## src/rtl/vi_frame_sync.sv

```systemverilog
// Frame synchronizer for the VI pulse train. It measures the pulse period and locks onto the
// recurring missing-pulse gap. Its outputs are a frame strobe, a slot index, a lock flag and an error strobe.
module vi_frame_sync #(
   parameter int PERIODS = 40,
   parameter int CNT_W   = 12
) (
   input  logic             clk,
   input  logic             rst,
   input  logic             iVI,
   output logic             oFrame,
   output logic [5:0]       oSlot,
   output logic             oLock,
   output logic             oErr,
   output logic [CNT_W-1:0] oPeriod
);

   typedef enum logic [1:0] {
      SEARCH = 2'd0,
      VERIFY = 2'd1,
      LOCK   = 2'd2
   } state_t;

   localparam logic [5:0] LAST_SLOT = 6'(PERIODS - 2);

   logic             sync1_r, sync2_r, sync3_r;
   logic [CNT_W-1:0] cnt_r;
   logic [CNT_W-1:0] period_r;
   logic             pvalid_r;
   logic [5:0]       slot_r;
   state_t           state_r;

   state_t           state_s;
   logic [5:0]       slot_s;
   logic             pvalid_s;
   logic [CNT_W-1:0] period_s;
   logic             frame_s;
   logic             err_s;

   logic             edge_s;
   logic             sat_s;
   logic             glitch_s;
   logic             gap_s;
   logic             timeout_s;
   logic [CNT_W+1:0] cnt_w_s;
   logic [CNT_W+1:0] i2_s;
   logic [CNT_W+1:0] p_w_s;
   logic [CNT_W+1:0] p3_s;

   // Interval classification uses two extra bits so that 2*I and 3*P cannot overflow.
   assign edge_s    = sync2_r & ~sync3_r;
   assign sat_s     = (cnt_r == {CNT_W{1'b1}});
   assign cnt_w_s   = {2'b00, cnt_r};
   assign i2_s      = {1'b0, cnt_r, 1'b0};
   assign p_w_s     = {2'b00, period_r};
   assign p3_s      = p_w_s + {1'b0, period_r, 1'b0};
   assign glitch_s  = (i2_s < p_w_s);
   assign gap_s     = (i2_s > p3_s);
   assign timeout_s = sat_s | (pvalid_r & (cnt_w_s >= p3_s));

   // Next-state, slot and strobe decode; a detected edge takes priority over the timeout.
   always_comb begin
      state_s  = state_r;
      slot_s   = slot_r;
      pvalid_s = pvalid_r;
      period_s = period_r;
      frame_s  = 1'b0;
      err_s    = 1'b0;
      if (edge_s) begin
         if (!pvalid_r) begin
            pvalid_s = 1'b1;
            period_s = cnt_r;
            state_s  = SEARCH;
            err_s    = (state_r != SEARCH);
         end else begin
            if (!glitch_s && !gap_s) begin
               period_s = cnt_r;
            end else begin
               period_s = period_r;
            end
            case (state_r)
               SEARCH: begin
                  if (glitch_s) begin
                     pvalid_s = 1'b0;
                  end else if (gap_s) begin
                     state_s = VERIFY;
                     slot_s  = 6'd0;
                  end else begin
                     slot_s = slot_r + 6'd1;
                  end
               end
               VERIFY, LOCK: begin
                  if (glitch_s) begin
                     state_s  = SEARCH;
                     err_s    = 1'b1;
                     pvalid_s = 1'b0;
                  end else if (gap_s) begin
                     if (slot_r == LAST_SLOT) begin
                        state_s = LOCK;
                        slot_s  = 6'd0;
                        frame_s = 1'b1;
                     end else if (state_r == VERIFY) begin
                        slot_s = 6'd0;
                        err_s  = 1'b1;
                     end else begin
                        state_s = SEARCH;
                        err_s   = 1'b1;
                     end
                  end else if (slot_r < LAST_SLOT) begin
                     slot_s = slot_r + 6'd1;
                  end else begin
                     state_s = SEARCH;
                     err_s   = 1'b1;
                  end
               end
               default: begin
                  state_s = SEARCH;
                  slot_s  = 6'd0;
               end
            endcase
         end
      end else if (timeout_s && (state_r != SEARCH)) begin
         state_s  = SEARCH;
         err_s    = 1'b1;
         pvalid_s = 1'b0;
      end else if (sat_s) begin
         pvalid_s = 1'b0;
      end else begin
         pvalid_s = pvalid_r;
      end
   end

   // Input synchronizer, edge-detect flop and saturating interval counter.
   always_ff @(posedge clk or posedge rst) begin
      if (rst) begin
         sync1_r <= 1'b0;
         sync2_r <= 1'b0;
         sync3_r <= 1'b0;
         cnt_r   <= {CNT_W{1'b0}};
      end else begin
         sync1_r <= iVI;
         sync2_r <= sync1_r;
         sync3_r <= sync2_r;
         if (edge_s) begin
            cnt_r <= CNT_W'(1);
         end else if (!sat_s) begin
            cnt_r <= cnt_r + CNT_W'(1);
         end else begin
            cnt_r <= cnt_r;
         end
      end
   end

   // Framing state and registered outputs; entering SEARCH clears the slot.
   always_ff @(posedge clk or posedge rst) begin
      if (rst) begin
         state_r  <= SEARCH;
         slot_r   <= 6'd0;
         pvalid_r <= 1'b0;
         period_r <= {CNT_W{1'b0}};
         oFrame   <= 1'b0;
         oErr     <= 1'b0;
         oLock    <= 1'b0;
         oSlot    <= 6'd0;
         oPeriod  <= {CNT_W{1'b0}};
      end else begin
         state_r  <= state_s;
         slot_r   <= ((state_s == SEARCH) && (state_r != SEARCH)) ? 6'd0 : slot_s;
         pvalid_r <= pvalid_s;
         period_r <= period_s;
         oFrame   <= frame_s;
         oErr     <= err_s;
         oLock    <= (state_s == LOCK);
         oSlot    <= (state_s == SEARCH) ? 6'd0 : slot_s;
         oPeriod  <= period_s;
      end
   end

endmodule
```

## config.mk

```make
export PLATFORM = sky130hd
export DESIGN_NAME = vi_frame_sync
export DESIGN_NICKNAME = d
export VERILOG_FILES = /design/src/rtl/vi_frame_sync.sv
export SDC_FILE = /design/constraint.sdc
export NUM_CORES = 1
export LEC_CHECK = 0
export CORE_MARGIN = 2
export CORE_UTILIZATION = 50
export CTS_CLUSTER_SIZE = 24
export DETAILED_ROUTE_END_ITERATION = 6
export PLACE_DENSITY = 0.69
export SYNTH_ARGS = -nofsm -noshare
export SYNTH_HDL_FRONTEND = slang
export SYNTH_SLANG_ARGS = --single-unit
```

## constraint.sdc

```tcl
create_clock -name clk -period 7.2 [get_ports clk]
set_input_delay 1.44 -clock clk [delete_from_list [all_inputs] [get_ports clk]]
set_output_delay 1.44 -clock clk [all_outputs]
set_load 0.02 [all_outputs]
```

== Word-level counts from Yosys, hierarchy flattened ==
Index checks and enable logic that the tools add are counted.
Widths: inputs -> output; s select.

* Bits in registers: 45
* Bits of input ports: 3
* Logic and storage cells: 89
* Output and inout port bits: 21

* Reductions and logical operators: 12
* Bitwise operators: 4
* Equal/unequal tests: 7
* $lt $le $gt $ge: 4
* Muxes and demuxes: 47
* Add/subtract/negate cells: 3

{| class="wikitable"
|+ Operators with widths
! kind !! count
|-
| $mux 6 || 11
|-
| $mux 12 || 4
|-
| $mux 1 || 20
|-
| $mux 2 || 10
|-
| $add 12x13->14 || 1
|-
| $ge 12x14->1 || 1
|-
| $gt 13x14->1 || 1
|-
| $lt 13x12->1 || 1
|-
| $add 12x1->12 const B || 1
|-
| $eq 12x12->1 const B || 1
|-
| $pmux 6 s2 || 1
|-
| $add 6x1->6 const B || 1
|-
| $eq 6x6->1 const B || 1
|-
| $lt 6x6->1 const B || 1
|-
| $eq 2x2->1 const B || 2
|-
| $logic_not 2->1 || 2
|-
| $pmux 2 s2 || 1
|-
| $logic_and 1x1->1 || 3
|-
| $reduce_bool 3->1 || 1
|-
| $reduce_or 3->1 || 1
|-
| $and 1x1->1 || 2
|-
| $eq 2x1->1 const B || 1
|-
| $logic_not 1->1 || 2
|-
| $ne 2x1->1 const B || 1
|-
| 6 further kinds || 6
|}

== Logic depth before layout (Yosys ltp) ==
Gate-level depths: netlist of run 1.

* Depth after elaboration: 11
* Gate-level depth with buffers: 20
* Gate-level depth less buffers: 19

== Least setup slack after synthesis of run 1 ==
No wires, ideal clock.

* Kind: flip-flop to flip-flop
* Start point: register period_r[0]
* End point: register period_r[0]
* Cell stages (with the launch flop): 21
* Arrival: 4.265 ns
* Period minus slack after synthesis: 4.390 ns
* Data required time: 7.075 ns
* Path slack: 2.810 ns
* Setup time: 0.125 ns
* Buffers on the path: 1
* Path through: dfrtp_1 -> ha_1 -> inv_1 -> fa_1 -> inv_1 -> a21o_1 -> a221o_1 -> a21o_1 -> a21oi_1 -> xor2_1 -> ha_1 -> a21oi_1 -> o21ai_0 -> maj3_1 -> a31o_2 -> o21a_4 -> nor2_8 -> nand2_1 -> a21o_1 -> buf_6 -> mux2_4

* Longest elaborated chain between the ends: 6

{| class="wikitable"
|+ RTL lines
! element !! line !! RTL
|-
| start, declared || 27 || <nowiki>logic [CNT_W-1:0] period_r;</nowiki>
|-
| start signal, assigned || 159 || <nowiki>period_r <= {CNT_W{1'b0}};</nowiki>
|-
| start signal, assigned || 169 || <nowiki>period_r <= period_s;</nowiki>
|-
| $add 12x13->14 || 55 || <nowiki>assign p3_s = p_w_s + {1'b0, period_r, 1'b0};</nowiki>
|-
| $gt 13x14->1 || 57 || <nowiki>assign gap_s = (i2_s > p3_s);</nowiki>
|-
| $logic_not 1->1 || 75 || <nowiki>if (!glitch_s && !gap_s) begin</nowiki>
|-
| $logic_and 1x1->1 * || 75 ||
|-
| $ne 2x1->1 (no source line) * || -- ||
|-
| $reduce_and 2->1 (no source line) * || -- ||
|}

Mark *: on every way between the ends. The rest lies on a longest branch, timed or not.
A chain may end at the register's enable or synchronous reset.

== Worst setup path in the final report of run 1 ==
* Start point: register period_r[0]
* End point: register period_r[11]

The elaborated chain is that of the path after synthesis.

==> results of run 1 <==
## logic make-up (layout without fill, tap and decap cells)
logic type,Yosys count,count (layout),synth area share (%)
compound gates,101,101,18.73
xor+xnor,19,19,4.408
fa+ha+maj,52,52,17.37
buf+inv,37,56,3.945
flops,45,45,29.83
mux,17,17,5.999
simple gates,140,140,19.72
## state kept, by name, indices dropped and copies added, names as in the netlist
signal    flops
cnt_r        12
oErr          1
oFrame        1
oLock         1
oSlot         6
period_r     12
pvalid_r      1
slot_r        6
state_r       2
sync1_r       1
sync2_r       1
sync3_r       1
## routing by layer
metal	GRT usage (%)	vias to the layer above	share of wire, %
met4	4.040	0	0.73
met3	3.756	6	5.0
met1	32.09	1531	50
met2	34.33	94	44
li1	-	1537	-
met5	0	-	0
## layout by cell type (no fill, tap or decap), types with 6 or more instances in the layout
cell type	Yosys	final
mux2_4	10	10
a21boi_0	6	6
nor3_1	8	8
nand2_1	25	25
nor2_1	29	29
a21o_1	8	8
and3_1	9	9
ha_1	50	50
inv_1	24	23
dfrtp_1	45	45
xor2_1	12	12
xnor2_1	7	7
o21ai_0	17	17
and2_1	10	10
a21oi_1	25	25
nand3_1	17	17
clkdlybuf4s50_1	0	23
nand4_1	11	11
nor2b_1	8	8
## synth_stat cells, types with 2 or more instances
cell	instances
clkbuf_1	10
xor2_1	12
o41ai_1	2
a21boi_0	6
nor2b_1	8
nor3_1	8
a211oi_1	2
o211ai_1	3
and4b_1	2
or2_2	2
o21ai_0	17
o21a_1	3
a21oi_1	25
a31oi_1	5
nand3b_1	3
dfrtp_1	45
or3_1	4
nor3b_1	4
nand3_1	17
nor2_1	29
a21o_1	8
nand2b_1	3
and3_1	9
o21bai_1	3
nand4_1	11
a221o_1	2
mux2_2	5
mux2_4	10
and2_1	10
a21boi_1	3
buf_2	2
nor4_1	2
xnor2_1	7
mux2i_1	2
ha_1	50
o22ai_1	5
inv_1	24
nand2_1	25
o31ai_1	2
## final cells by class
type	instances	area (um^2)	share of cell area, %
timing repair buffer	24	237.7	5.670
clock buffer	5	68.82	1.641
multi-input combinational	329	2500	59.62
inverter	24	90.09	2.149
clock inverter	3	46.29	1.104
sequential	45	1126	26.86
tap	99	123.9	2.954
## power groups by stage
stage	Sequential, mW	Clock, mW	Combinational [mW]
CTS	0.369	0.199	0.955
detailed placement	0.373	0	0.947
floorplan	0.368	0	0.737
finish	0.371	0.194	0.969
global route	0.380	0.207	1.07
global placement	0.371	0	0.923
## worst register-to-register path: stages (launching register included)
cell,delay [ps]
dfrtp_1,460
ha_1,250
inv_1,70
fa_1,190
inv_1,50
a21o_1,170
a221o_1,380
a21o_1,200
a21oi_1,160
xor2_1,230
ha_1,300
a21oi_1,150
o21ai_0,100
maj3_1,370
o211a_1,240
o21a_4,260
nor2_8,250
nand2_1,120
a21o_1,470
mux2_4,410
## per-stage QoR
| stage | utilization, % | hold slack, ps | setup WS (ps) | cells |
|---|---|---|---|---|
| 2_1_floorplan | - | 331.2 | 2810 | 411 |
| 3_3_place_gp | 55.92 | 336.2 | 2469 | 521 |
| 3_5_place_dp | 55.92 | 337.9 | 2341 | 521 |
| 4_1_cts | 57.50 | 358.9 | 2301 | 529 |
| 5_1_grt | 57.50 | 366.4 | 2002 | 529 |
| 6_report | 57.50 | 357.3 | 2265 | 529 |
## how the worst min path moves through the flow
stage                       from                end  slack (ps)  cells after the start
6_report       sync1_r$_DFF_PP0_  sync2_r$_DFF_PP0_         360                      0
3_3_place_gp   sync1_r$_DFF_PP0_  sync2_r$_DFF_PP0_         340                      0
3_5_place_dp   sync1_r$_DFF_PP0_  sync2_r$_DFF_PP0_         340                      0
5_1_grt        sync1_r$_DFF_PP0_  sync2_r$_DFF_PP0_         370                      0
2_1_floorplan  sync1_r$_DFF_PP0_  sync2_r$_DFF_PP0_         330                      0
4_1_cts        sync1_r$_DFF_PP0_  sync2_r$_DFF_PP0_         360                      0
==> results.cfg, run 1 <==
[outcome]
status = finished clean

[drt]
drtPass1Iterations = 4
route.vias.total = 3168
drc = 0
wl_per_cell_um = 16.26
antenna_left = 0
drt_wl_total_um = 8600
drt_iter0_markers = 219
vias_per_cell = 5.989

[critical_path]
reg2reg_to = period_r[11]$_DFFE_PP0P_
crit_family = compound AO/OA/AOI/OAI gates
r2r-start = period_r[0]$_DFFE_PP0P_
cp-start-kind = flip-flop
critical_path_required_ps = 7380
rr_worst_depth = 19
crit_slowest_cell = a21o_1
cp-end-kind = flip-flop
worst-r2r-setup-slack_ps = 2260
critPathCapture = period_r[11]$_DFFE_PP0P_
crit_arrival_ps = 5120
slowest_delay_ps = 470
cp-startpoint = period_r[0]$_DFFE_PP0P_
worst-path-stages = 19
crit_buf_inv = 2
path_max_fanout = 19
path_cells = ha_1 -> inv_1 -> fa_1 -> inv_1 -> a21o_1 -> a221o_1 -> a21o_1 -> a21oi_1 -> xor2_1 -> ha_1 -> a21oi_1 -> o21ai_0 -> maj3_1 -> o211a_1 -> o21a_4 -> nor2_8 -> nand2_1 -> a21o_1 -> mux2_4
critical_path_class = flip-flop to flip-flop
path_common_cell = a21o_1

[sta]
hold_viol = 0
finalSetupTns_ps = 0
fin_crit_ps = 4935
period_share_pct = 68.54
tightestPinTransition_ps = 923.8
slew_viol_final = 0
finalClockSkew_ps = 12.90
fmax_mhz = 202.6
maxSlewHeadroom_pct = 38.33
rsz0062_at_grt = false
setup_viol = 0

[global_route]
grt_pass1_vias = 2947
gr-total-overflow = 0
grt_max_degree = 46
antenna_found_initial = 0
grt_use_total_pct = 21.90
grt_pass1_wl_um = 14650

[logic_synthesis]
ys_warn_count = 0
synth_top_cell_area_share_pct = 29.83
syn_inst = 411
synth_flop_cell = dfrtp_1
ys_top_cells_by_area = dfrtp_1 (30%), ha_1 (17%), mux2_4 (4.0%)
seq_area_frac_synth_pct = 29.83
ys_ff_latch = 45
synth_nets = 465
async_flop_share_pct = 100.0
synth-edff-count = 0
netlist_area_um2 = 3775
ys_types = 60
synth_top_cell_by_area = dfrtp_1
syn_area_per_cell_um2 = 9.185

[die]
die_w_um = 90.89
dieArea_um2 = 8261
die_y_um = 90.89
core.rowCount = 31
start_util_pct = 51.77
core-area_um2 = 7292
ioPinCount = 24

[placement]
dpl_cell_area_um2 = 4078
gp_routability_congestion = 0.9563
port_buffers = 23
hpwl_um = 6426

[clock_network]
clk_pin_slew_ps = 90
cts_buffers = 5
htreeDepth = 2
ctsHoldBuffers = 0
clk_latency_ps = 310
cts-root-buf = clkbuf_8
clk_path_buf_depth = 2
ctsResizeCount = 0
postCtsSetupBuffers = 0
cts_sinks = 45
cts_tree = done

[layout]
fin_nets = 483
drive_gt1_share_pct = 7.674
stdcell_area_um2 = 4193
fill_cells = 685
area_delta_synth_final_pct = 11.07
antenna-diode-count = 0

[power_and_ir_drop]
p_comb_share_pct = 63.2
clockPowerShare_pct = 12.6
power_density_nw_per_um2 = 365.9
switching_share_pct = 47.12
p_switching_uw = 722.9
leakagePower_nw = 1.981
ir_drop_mv = 0.2062
internal_power_uw = 811.3
power_mw = 1.534
p_seq_share_pct = 24.2

[worst_hold_path]
hold_path.class = flip-flop to flip-flop

[job]
max-cap-violations = 0
Note: power is estimated with default switching activity, not from simulation.
==> run 2: changes to the inputs <==
==> constraint.sdc (replaced) <==
create_clock -name clk -period 5.11 [get_ports clk]
set_input_delay 1.022 -clock clk [delete_from_list [all_inputs] [get_ports clk]]
set_output_delay 1.022 -clock clk [all_outputs]
set_load 0.02 [all_outputs]
==> run 2 against run 1 <==
Net effect: die area is the same; sequential cell count stayed put; register-to-register slack got worse by 2000 ps; combinational power rose by 40%; setup slack worse by 2000 ps; routed wire length grew 1.3%; final area rose by 0.21%; global-route usage rose by 0.45 points; utilization increased by 0.12 points; first-iteration DRC count shrank 3.7%; critical endpoint is now period_r[0]$_DFFE_PP0P_; highest routed layer unchanged.
==> results.cfg, run 2 (synthesis results as in run 1) <==
[critical_path]
cp-end-kind = flip-flop
cp-start-kind = flip-flop
crit_arrival_ps = 4990
r2r-start = period_r[0]$_DFFE_PP0P_
rr_worst_depth = 19
path_max_fanout = 19
crit_family = compound AO/OA/AOI/OAI gates
path_cells = ha_1 -> inv_1 -> fa_1 -> inv_1 -> a21o_1 -> a221o_1 -> a21o_1 -> a21oi_1 -> xor2_1 -> ha_1 -> a21oi_1 -> o21ai_0 -> maj3_1 -> a31o_2 -> o21a_4 -> nor2_8 -> nand2_1 -> a21o_2 -> mux2_4
crit_buf_inv = 2
slowest_delay_ps = 480
reg2reg_to = period_r[0]$_DFFE_PP0P_
crit_slowest_cell = dfrtp_1
worst-r2r-setup-slack_ps = 310
critical_path_class = flip-flop to flip-flop
critical_path_required_ps = 5300

[worst_hold_path]
hold_path.class = flip-flop to flip-flop
holdCritStartpoint = sync1_r$_DFF_PP0_
whs_path_depth = 0
min_to = sync2_r$_DFF_PP0_

[sta]
worst_slack_ps = 314.5
period_share_pct = 93.85
rsz0062_at_grt = false
fmax_mhz = 208.5
tightestPinTransition_ps = 938.2
finalSetupTns_ps = 0
finalClockSkew_ps = 13.13
whs_ps = 369.4
hold_viol = 0
setup_viol = 0
maxSlewHeadroom_pct = 37.36
slew_viol_final = 0
fin_crit_ps = 4796

[placement]
port_buffers = 23
gp_routability_congestion = 0.8942
placedCellCount = 522
hpwl_um = 6663
post-place-ws_ps = 231.8

[clock_network]
clk_path_buf_depth = 2
cts-root-buf = clkbuf_8
htreeDepth = 2
cts_buffers = 5
clk_pin_slew_ps = 90
cts_tree = done
clk_latency_ps = 310
cts_sinks = 45
ctsHoldBuffers = 0

[global_route]
gr-total-overflow = 0
grt_use_total_pct = 22.35
grt_max_degree = 46
grt_pass1_vias = 3173
grt_pass1_wl_um = 15000
antenna_found_initial = 0

[layout]
fin_nets = 484
drive_gt1_share_pct = 8.121
multi_input_area_um2 = 2501
final_cell_mix = ha_1 (50), dfrtp_1 (45), nor2_1 (29)
regArea_um2 = 1126
antenna-diode-count = 0
fill_cells = 689
final_cells = 530
area_delta_synth_final_pct = 11.30
reg.largest.list = cnt_r (12), period_r (12)
layout_commonest_cell = ha_1
utilization_pct = 57.62

[power_and_ir_drop]
leakagePower_nw = 1.986
p_comb_share_pct = 62.8
ir_drop_mv = 0.2718
power_density_nw_per_um2 = 514.0
clockPowerShare_pct = 12.9
internal_power_mw = 1.143
switching_share_pct = 47.07
p_seq_share_pct = 24.3
p_switching_mw = 1.016

[drt]
route.vias.total = 3175
drt_iter0_markers = 211
antenna_left = 0
drt_wl_total_um = 8714
drc = 0
vias_per_cell = 5.991
wl_per_cell_um = 16.44
drtPass1Iterations = 5

[die]
dieArea_um2 = 8261
die_w_um = 90.89
ioPinCount = 24
core.rowCount = 31
core-area_um2 = 7292
start_util_pct = 51.77
die_y_um = 90.89

[job]
max-cap-violations = 0

[outcome]
status = finished clean
## run 2: changes by cell type in the layout (fill, tap and decap cells not counted)
cell    before  now
a21o_1       8    7
a21o_2       0    1
buf_4        1    2
## run 2: cell type report
type / count / area share [%]
Sequential cell: 45 / 26.80
Multi-Input combinational cell: 329 / 59.53
Inverter: 24 / 2.144
Clock buffer: 5 / 1.638
Tap cell: 99 / 2.948
Timing Repair Buffer: 25 / 5.837
Clock inverter: 3 / 1.102
## run 2: power groups by stage
stage / Combinational (mW) / Clock, mW / Sequential, mW
6_report: 1.36 / 0.279 / 0.524
5_1_grt: 1.51 / 0.303 / 0.537
4_1_cts: 1.34 / 0.290 / 0.520
3_5_place_dp: 1.33 / 0 / 0.527
3_3_place_gp: 1.31 / 0 / 0.524
2_1_floorplan: 1.04 / 0 / 0.518
## run 2: per-stage QoR
step                instance area, um^2  power (mW)
global route                       4202       2.345
floorplan                          3775       1.556
CTS                                4200       2.150
finish                             4202       2.160
detailed placement                 4085       1.861
global placement                   4085       1.838
## run 2: routing by layer
layer	share of wire, %	GRT usage [%]
met1	50	33.33
met5	0	0
met2	44	34.33
met4	0.63	5.429
met3	5.3	3.005
## run 2: how the worst max path moves through the flow
| stage | startpoint | to | cells past startpoint |
|---|---|---|---|
| finish | period_r[0]$_DFFE_PP0P_ | period_r[0]$_DFFE_PP0P_ | 19 |
| CTS | period_r[0]$_DFFE_PP0P_ | period_r[0]$_DFFE_PP0P_ | 19 |
| floorplan | period_r[0]$_DFFE_PP0P_ | period_r[0]$_DFFE_PP0P_ | 20 |
| global route | period_r[0]$_DFFE_PP0P_ | slot_r[2]$_DFF_PP0_ | 19 |
| detailed placement | period_r[0]$_DFFE_PP0P_ | period_r[0]$_DFFE_PP0P_ | 19 |
| global placement | period_r[0]$_DFFE_PP0P_ | period_r[2]$_DFFE_PP0P_ | 19 |
## run 2: what timing repair did
action	4_1_cts	5_1_grt
gates resized for setup	0	1
buffers inserted	0	0
endpoints found under the setup margin	0	12
